===== src/rtl/mc_ctrl_if.sv =====
// mc_ctrl_if: datapath <-> main control bundle of the multi-cycle MIPS core
interface mc_ctrl_if;
  logic [31:0] instr;
  logic        zero;
  logic        mem_ready;
  logic        pc_we;
  logic        ir_we;
  logic        reg_we;
  logic        mem_we;
  logic        mem_re;
  logic [1:0]  ext_op;
  logic [2:0]  alu_op;
  logic        alu_src;
  logic [1:0]  reg_dst;
  logic [1:0]  wd_sel;
  logic [1:0]  npc_sel;
  logic [2:0]  state;
  logic        illegal;
  modport master (
    input  instr, zero, mem_ready,
    output pc_we, ir_we, reg_we, mem_we, mem_re, ext_op, alu_op, alu_src,
           reg_dst, wd_sel, npc_sel, state, illegal
  );
  modport slave (
    output instr, zero, mem_ready,
    input  pc_we, ir_we, reg_we, mem_we, mem_re, ext_op, alu_op, alu_src,
           reg_dst, wd_sel, npc_sel, state, illegal
  );
endinterface


===== src/rtl/mc_ctrl.sv =====
// mc_ctrl: FETCH/DECODE/EXEC/MEM/WB control FSM of the multi-cycle MIPS core
module mc_ctrl #(
  parameter int MEM_TIMEOUT = 16
) (
  input logic       clk,
  input logic       reset,
  mc_ctrl_if.master bus
);
  localparam int CW = $clog2(MEM_TIMEOUT + 1);
  typedef enum logic [2:0] {FETCH, DECODE, EXEC, MEM, WB} state_t;
  state_t        st;
  logic [CW-1:0] cnt;
  logic          ill;
  logic [5:0]    op, fn;
  logic          is_r, is_add, is_sub, is_jr, is_ori, is_lui, is_lw, is_sw, is_beq, is_j, is_jal, legal;
  assign op     = bus.instr[31:26];
  assign fn     = bus.instr[5:0];
  assign is_r   = op == 6'h00;
  assign is_add = is_r && fn == 6'h20;
  assign is_sub = is_r && fn == 6'h22;
  assign is_jr  = is_r && fn == 6'h08;
  assign is_ori = op == 6'h0d;
  assign is_lui = op == 6'h0f;
  assign is_lw  = op == 6'h23;
  assign is_sw  = op == 6'h2b;
  assign is_beq = op == 6'h04;
  assign is_j   = op == 6'h02;
  assign is_jal = op == 6'h03;
  assign legal  = is_add | is_sub | is_jr | is_ori | is_lui | is_lw | is_sw | is_beq | is_j | is_jal;
  assign bus.state   = st;
  assign bus.illegal = ill;
  // State sequencing, MEM wait counter and sticky illegal flag
  always_ff @(posedge clk or posedge reset) begin
    if (reset) begin
      st  <= FETCH;
      cnt <= '0;
      ill <= 1'b0;
    end else begin
      case (st)
        FETCH:  st <= DECODE;
        DECODE: begin
          if (!legal) ill <= 1'b1;
          st <= (!legal || is_j || is_jr || is_jal) ? FETCH : EXEC;
        end
        EXEC: begin
          cnt <= '0;
          st  <= (is_lw || is_sw) ? MEM : is_beq ? FETCH : WB;
        end
        MEM: begin
          if (bus.mem_ready) st <= is_lw ? WB : FETCH;
          else if (cnt == CW'(MEM_TIMEOUT - 1)) begin
            ill <= 1'b1;
            st  <= FETCH;
          end else cnt <= cnt + 1'b1;
        end
        default: st <= FETCH;
      endcase
    end
  end
  // Moore decode per state and instruction class; everything forced low while reset is held
  always_comb begin
    bus.pc_we   = 1'b0;
    bus.ir_we   = 1'b0;
    bus.reg_we  = 1'b0;
    bus.mem_we  = 1'b0;
    bus.mem_re  = 1'b0;
    bus.ext_op  = 2'b00;
    bus.alu_op  = 3'b000;
    bus.alu_src = 1'b0;
    bus.reg_dst = 2'b00;
    bus.wd_sel  = 2'b00;
    bus.npc_sel = 2'b00;
    if (!reset) begin
      case (st)
        FETCH: begin
          bus.ir_we = 1'b1;
          bus.pc_we = 1'b1;
        end
        DECODE: begin
          bus.pc_we   = is_j | is_jr | is_jal;
          bus.reg_we  = is_jal;
          bus.npc_sel = is_jr ? 2'b11 : (is_j || is_jal) ? 2'b10 : 2'b00;
          bus.reg_dst = is_jal ? 2'b10 : 2'b00;
          bus.wd_sel  = is_jal ? 2'b10 : 2'b00;
        end
        EXEC: begin
          bus.pc_we   = is_beq & bus.zero;
          bus.npc_sel = is_beq ? 2'b01 : 2'b00;
        end
        MEM: begin
          bus.mem_re = is_lw;
          bus.mem_we = is_sw;
        end
        WB: begin
          bus.reg_we  = 1'b1;
          bus.reg_dst = is_r ? 2'b01 : 2'b00;
          bus.wd_sel  = is_lw ? 2'b01 : 2'b00;
        end
        default: ;
      endcase
      if (st != FETCH) begin
        bus.ext_op  = is_ori ? 2'b01 : is_lui ? 2'b10 : 2'b00;
        bus.alu_op  = (is_sub || is_beq) ? 3'b001 : (is_ori || is_lui) ? 3'b010 : 3'b000;
        bus.alu_src = is_ori | is_lui | is_lw | is_sw;
      end
    end
  end
endmodule


===== src/flat_wrapper.sv =====
// flat-port wrapper written by rule: the top's interface ports become plain ports
module mc_ctrl_flat 
#(
  parameter int MEM_TIMEOUT = 16
)
  (clk, reset, bus_instr, bus_zero, bus_mem_ready, bus_pc_we, bus_ir_we, bus_reg_we, bus_mem_we, bus_mem_re, bus_ext_op, bus_alu_op, bus_alu_src, bus_reg_dst, bus_wd_sel, bus_npc_sel, bus_state, bus_illegal);
  mc_ctrl_if bus_i ();
  input logic clk;
  input logic reset;
  input wire logic [$bits(bus_i.instr)-1:0] bus_instr;
  input wire logic [$bits(bus_i.zero)-1:0] bus_zero;
  input wire logic [$bits(bus_i.mem_ready)-1:0] bus_mem_ready;
  output wire logic [$bits(bus_i.pc_we)-1:0] bus_pc_we;
  output wire logic [$bits(bus_i.ir_we)-1:0] bus_ir_we;
  output wire logic [$bits(bus_i.reg_we)-1:0] bus_reg_we;
  output wire logic [$bits(bus_i.mem_we)-1:0] bus_mem_we;
  output wire logic [$bits(bus_i.mem_re)-1:0] bus_mem_re;
  output wire logic [$bits(bus_i.ext_op)-1:0] bus_ext_op;
  output wire logic [$bits(bus_i.alu_op)-1:0] bus_alu_op;
  output wire logic [$bits(bus_i.alu_src)-1:0] bus_alu_src;
  output wire logic [$bits(bus_i.reg_dst)-1:0] bus_reg_dst;
  output wire logic [$bits(bus_i.wd_sel)-1:0] bus_wd_sel;
  output wire logic [$bits(bus_i.npc_sel)-1:0] bus_npc_sel;
  output wire logic [$bits(bus_i.state)-1:0] bus_state;
  output wire logic [$bits(bus_i.illegal)-1:0] bus_illegal;
  assign bus_i.instr = bus_instr;
  assign bus_i.zero = bus_zero;
  assign bus_i.mem_ready = bus_mem_ready;
  assign bus_pc_we = bus_i.pc_we;
  assign bus_ir_we = bus_i.ir_we;
  assign bus_reg_we = bus_i.reg_we;
  assign bus_mem_we = bus_i.mem_we;
  assign bus_mem_re = bus_i.mem_re;
  assign bus_ext_op = bus_i.ext_op;
  assign bus_alu_op = bus_i.alu_op;
  assign bus_alu_src = bus_i.alu_src;
  assign bus_reg_dst = bus_i.reg_dst;
  assign bus_wd_sel = bus_i.wd_sel;
  assign bus_npc_sel = bus_i.npc_sel;
  assign bus_state = bus_i.state;
  assign bus_illegal = bus_i.illegal;
  mc_ctrl #(.MEM_TIMEOUT(MEM_TIMEOUT)) u_core (.clk(clk), .reset(reset), .bus(bus_i));
endmodule

===== config.mk =====
export PLATFORM = sky130hd
export DESIGN_NAME = mc_ctrl_flat
export DESIGN_NICKNAME = d
export VERILOG_FILES = /design/src/rtl/mc_ctrl_if.sv /design/src/rtl/mc_ctrl.sv /design/src/flat_wrapper.sv
export SDC_FILE = /design/constraint.sdc
export NUM_CORES = 1
export LEC_CHECK = 0
export ABC_AREA = 1
export ABC_CLOCK_PERIOD_IN_PS = 2500
export CAP_MARGIN = 30
export CORE_MARGIN = 1
export CORE_UTILIZATION = 34
export DETAILED_ROUTE_END_ITERATION = 12
export PLACE_DENSITY = 0.78
export SYNTH_ARGS = -nofsm -noshare
export SYNTH_HDL_FRONTEND = slang
export SYNTH_SLANG_ARGS = --single-unit
export TNS_END_PERCENT = 50

===== constraint.sdc =====
create_clock -name clk -period 2.5 [get_ports clk]
set_input_delay 0.75 -clock clk [delete_from_list [all_inputs] [get_ports clk]]
set_output_delay 0.75 -clock clk [all_outputs]
set_load 0.03 [all_outputs]

# After elaboration in Yosys (flattened, before gate mapping)
# Cells that the tools add are included.
[totals]
word_cells = 103
in_bits = 36
memories = 0
out_inout_bits = 21
regBits = 9
latch_bits = 0
mem_bits_rw = 0
mem_bits_ro = 0
[classes]
magnitude_cmp = 0
n_mux = 46
n_reduce_logical = 18
addsub = 1
n_shift = 0
bitwise = 15
n_eq_ne = 20
n_mul = 0
div_mod_pow = 0
[ops]
columns = ["cell", "n"]
rows = [
  ["6-bit == test (second input constant)", 4],
  ["2-bit two-way mux", 12],
  ["3-bit two-way mux", 8],
  ["6-bit by 4-bit == test with 1-bit output (second input constant)", 3],
  ["1-bit two-way mux", 16],
  ["1-bit bitwise OR", 14],
  ["6-bit by 2-bit == test with 1-bit output (second input constant)", 2],
  ["2-bit case mux with 2 select lines", 3],
  ["3-bit case mux with 4 select lines", 1],
  ["5-bit two-way mux", 2],
  ["5-bit case mux with 2 select lines", 1],
  ["1-bit logical OR", 7],
  ["3-bit by 2-bit == test with 1-bit output (second input constant)", 2],
  ["6-bit by 3-bit == test with 1-bit output (second input constant)", 1],
  ["6-bit zero test", 1],
  ["2-bit != test (second input constant)", 3],
  ["5-bit by 1-bit adder with 5-bit output (second input constant)", 1],
  ["5-bit by 4-bit == test with 1-bit output (second input constant)", 1],
  ["1-bit case mux with 2 select lines", 2],
  ["4-bit AND reduction", 1],
  ["2-bit nonzero test", 2],
  ["3-bit by 1-bit == test with 1-bit output (second input constant)", 1],
  ["3-bit == test (second input constant)", 1],
  ["1-bit logical AND", 3],
  ["other kinds (8)", 8],
]

# Longest topological paths before layout
[depth]
ltp_word = 17
depth_mapped = 9
ltp_nobuf = 9

# Worst setup path before layout
# OpenSTA, ideal clock, no wires.
[synth_timing]
kind = "input to output"
start = "input port reset"
end = "output port bus_ext_op[0]"
slack_ns = -0.312
required_time_ns = 1.750
path_buffers = 1
arrival_time_ns = 2.062
cell_stages = 4
cell_sequence = "clkbuf_1 > inv_1 > nand2_1 > nor3_1"
[synth_via]
elab_chain_cells = 1
[synth_rtl]
columns = ["item", "line_no", "source"]
rows = [
  ["start: declaration", "flat_wrapper.sv:9", "input logic reset;"],
  ["2-bit two-way mux", "mc_ctrl.sv:73", "if (!reset) begin"],
  ["end: declaration", "flat_wrapper.sv:18", "output wire logic [$bits(bus_i.ext_op)-1:0] bus_ext_op;"],
]
# No other way between the ends.

# Final worst setup path
[layout_timing]
start = "input port bus_instr[27]"
end = "output port bus_alu_op[0]"
[layout_via]
elab_chain_cells = 6
[layout_rtl]
columns = ["item", "line_no", "source"]
rows = [
  ["start: declaration", "flat_wrapper.sv:10", "input wire logic [$bits(bus_i.instr)-1:0] bus_instr;"],
  ["6-bit zero test", "mc_ctrl.sv:18", "assign is_r = op == 6'h00;"],
  ["1-bit logical AND", "mc_ctrl.sv:20", "assign is_sub = is_r && fn == 6'h22;"],
  ["1-bit logical OR *", "mc_ctrl.sv:103", "bus.alu_op = (is_sub || is_beq) ? 3'b001 : (is_ori || is_lui) ? 3'b010 : 3'b000;"],
  ["3-bit two-way mux *", "mc_ctrl.sv:103", ""],
  ["3-bit two-way mux *", "mc_ctrl.sv:101", "if (st != FETCH) begin"],
  ["3-bit two-way mux *", "mc_ctrl.sv:73", ""],
  ["end: declaration", "flat_wrapper.sv:19", "output wire logic [$bits(bus_i.alu_op)-1:0] bus_alu_op;"],
]
# Mark *: on every way between the ends. The rest lies on a longest branch, timed or not.

==> key figures <==
Status
  – Status: finished clean

Global routing
  – Pin count of the biggest net entering global routing: 10
  – GRT Overall Usage: a little over a fifth
  – Initial antenna violation count: 0
  – First-pass GRT wire length: around 4200 microns
  – GR Overflow Total: 0
  – Vias in the first global route: 1007

Floorplanning
  – DIE AREA: ~2500 sq um
  – Std cell rows: 17
  – I/O Pins: 57
  – Die Y: between 50 and 60 microns
  – Die Wd: about 50 microns
  – Starting Density: approximately 36%
  – Core area: about 2200 sq um

Routing
  – Routed len/inst: ~13 microns
  – Drt initial violations: 16
  – Vias: 1037
  – Drt via density: 4.915
  – M1 wire length: between 1000 and 1500 microns
  – Highest routed layer: met4
  – Final wirelength: roughly 2700 microns
  – DRC viols: 0
  – Met2 routed wirelength: ~1400 microns
  – Antenna-violating nets left: 0
  – Drt pass-1 iters: 6
  – Metal3 WL: about 120 microns

Clocking
  – CTS H-tree depth: 1
  – CTS Buf Count: 3
  – Clk_lat worst skew: around 0.27 ns
  – CTS tree: built
  – CTS Buffer Depth: 2
  – Clock root buffer: clkbuf_4
  – Clock Pin Slew Worst Setup and Hold Paths: 0.06 ns
  – CTS sink cnt: 9

Placed design
  – Final HPWL DP: about 1800 microns
  – Dpl ws: -0.3957 ns
  – Cell count after placement: ~200
  – Number of port buffers: 35
  – RePlAce Congestion: 0.7456

Pwr
  – Net Sw Frac: between 40% and 50%
  – Worst vdd ir: 0.4018 mV
  – Power share of the combinational group: between 40% and 50%
  – Clock Power Share: between 10% and 20%
  – LEAKAGE: between 0.0006 and 0.0007 uW
  – Final Power: around 630 uW
  – Internal: 347.2 uW
  – Seq pwr share: about a third
  – Power Dens Cells: between 400 and 500 nW/um^2
  – Psw: 282.8 uW

Cells and area
  – Final Util: 66.93%
  – Fraction of layout cells with a size suffix above 1: about half
  – Commonest non-fill, non-tap cells in the layout: buf_4, nand2_1, nor2_1
  – Area growth syn-to-layout: 86.33%
  – Register area: ~230 sq um
  – Fill count: ~180
  – Final net count: roughly 220
  – Commonest non-fill, non-tap cell in the layout: buf_4
  – Area of the multi-input gates: around 590 sq um
  – Non-Filler Instances: ~210
  – Number of diodes: 0

Synth
  – Register bit total from synthesis: 9
  – Mapped cell area: 787.0 sq um
  – Syn Inst Count: 120
  – Syn_nets: 158
  – Post-Syn Area per Cell: roughly 6.6 sq um
  – Register area share after synthesis: 28.62%
  – Unique cell type count in the Yosys netlist: 27
  – Area leader, netlist: dfrtp_1
  – Top cell type's share of synthesized area: between 20 and 30%
  – Ranking of synthesized cells by area: dfrtp_1, nor2_1, nand2_1
  – Yosys Warn Count: 0

Critical path
  – Setup crit end kind: output pin
  – Worst setup SP type: input pin
  – WP data required: ~1.8 ns
  – WS Path Type: in -> out
  – CP Max Fanout: 3
  – WP data arrival: roughly 1.8 ns

STA
  – Fmax: 0.4001 GHz
  – Fin crit share: between 90 and 100%
  – Post-route minimum period: roughly 2.5 ns
  – Slew Viols, Final: 0
  – Endpoints failing hold: 0
  – Final setup margin: between 0.0007 and 0.0008 ns
  – Final Setup Violations: 0
  – Skew final: between 0.007 and 0.008 ns
  – RSZ-0062 raised after global routing: true

Worst hold path
  – Worst Hold Class: reg -> reg

Run
  – Max Cap Viol: 0
-- routing by layer --
layer / vias up / global-route usage, %
met5: - / 0
met4: 0 / 10.95
met3: 9 / 1.543
met2: 43 / 42.00
met1: 480 / 23.12
li1: 505 / -
-- area by class of cell --
cell class | count | share of cell area [%]
Timing Repair Buffer | 62 | 34.73
Inverter | 20 | 5.119
Tap cell | 28 | 2.389
Sequential cell | 9 | 15.53
Multi-Input combinational cell | 88 | 40.44
Clock buffer | 4 | 1.792
-- cell usage after synthesis, drive strengths merged --
| cell | number |
|---|---|
| nand2 | 21 |
| a21oi | 5 |
| a31oi | 1 |
| nor3 | 5 |
| clkbuf | 1 |
| ha | 2 |
| conb | 1 |
| o211ai | 1 |
| dfrtp | 9 |
| buf | 2 |
| nor2 | 29 |
| o21ai | 5 |
| inv | 20 |
| nand3 | 13 |
| nor4 | 2 |
| o32ai | 1 |
| nand2b | 1 |
| and3 | 1 |
-- flip-flops by register name, indices dropped and copies added (netlist names) --
name	count
u_core.cnt	5
u_core.bus.state	3
u_core.bus.illegal	1
-- repair_timing --
| item | 4_1_cts | 5_1_grt |
|---|---|---|
| endpoints found under the hold margin | 0 | 0 |
| setup buffers | 8 | 1 |
| hold buffers | 0 | 0 |
| endpoints found under the setup margin | 16 | 12 |
| pin swaps | 17 | 15 |
| resized for setup | 61 | 18 |
-- critical path: stages --
cell,delay [ns]
buf_2,0.13
nor2_4,0.15
nand3_4,0.12
buf_6,0.14
nor2_4,0.09
a21oi_2,0.07
nor2_1,0.12
buf_4,0.18
-- power by group through the flow --
stage / logic [uW] / clock network (uW) / registers (uW)
finish: 311 / 117 / 202
global placement: 288 / 0 / 201
CTS: 302 / 118 / 200
detailed placement: 296 / 0 / 202
global route: 337 / 125 / 204
floorplan: 161 / 0 / 221
-- worst paths after layout --
| check | from | end | slack [ns] | cells after the start |
|---|---|---|---|---|
| setup / recovery | bus_instr[27] | bus_alu_op[0] | 0.0008 | 8 |
| hold / removal | u_core.bus.illegal | u_core.bus.illegal | 0.47 | 2 |
| setup reg to reg | u_core.cnt[0] | u_core.cnt[3] | 0.96 | 9 |
| max in group asynchronous | reset | u_core.bus.state[2] | 1.85 | 3 |
| min in group asynchronous | reset | u_core.bus.state[0] | 0.51 | 3 |
| hold reg to reg | u_core.bus.illegal | u_core.bus.illegal | 0.47 | 2 |
-- cell families after synthesis --
| logic type | after synthesis | share of synthesized area (%) |
|---|---|---|
| AOI/OAI and AO/OA | 13 | 11.13 |
| adders and majority gates | 2 | 3.179 |
| buffers and inverters | 23 | 11.92 |
| DFF | 9 | 28.62 |
| other | 1 | 0.4765 |
| and+or+nand+nor | 72 | 44.68 |
-- stage by stage --
step / area (sq um) / TNS (ns) / hold slack, ns
2_1_floorplan: 828.3 / -0.1464 / 0.4650
3_3_place_gp: 1290 / -4.037 / 0.4530
3_5_place_dp: 1290 / -4.517 / 0.4612
4_1_cts: 1415 / 0 / 0.4759
5_1_grt: 1466 / -0.1437 / 0.5112
6_report: 1466 / 0 / 0.4677
Power figures use the tool's default switching activity.
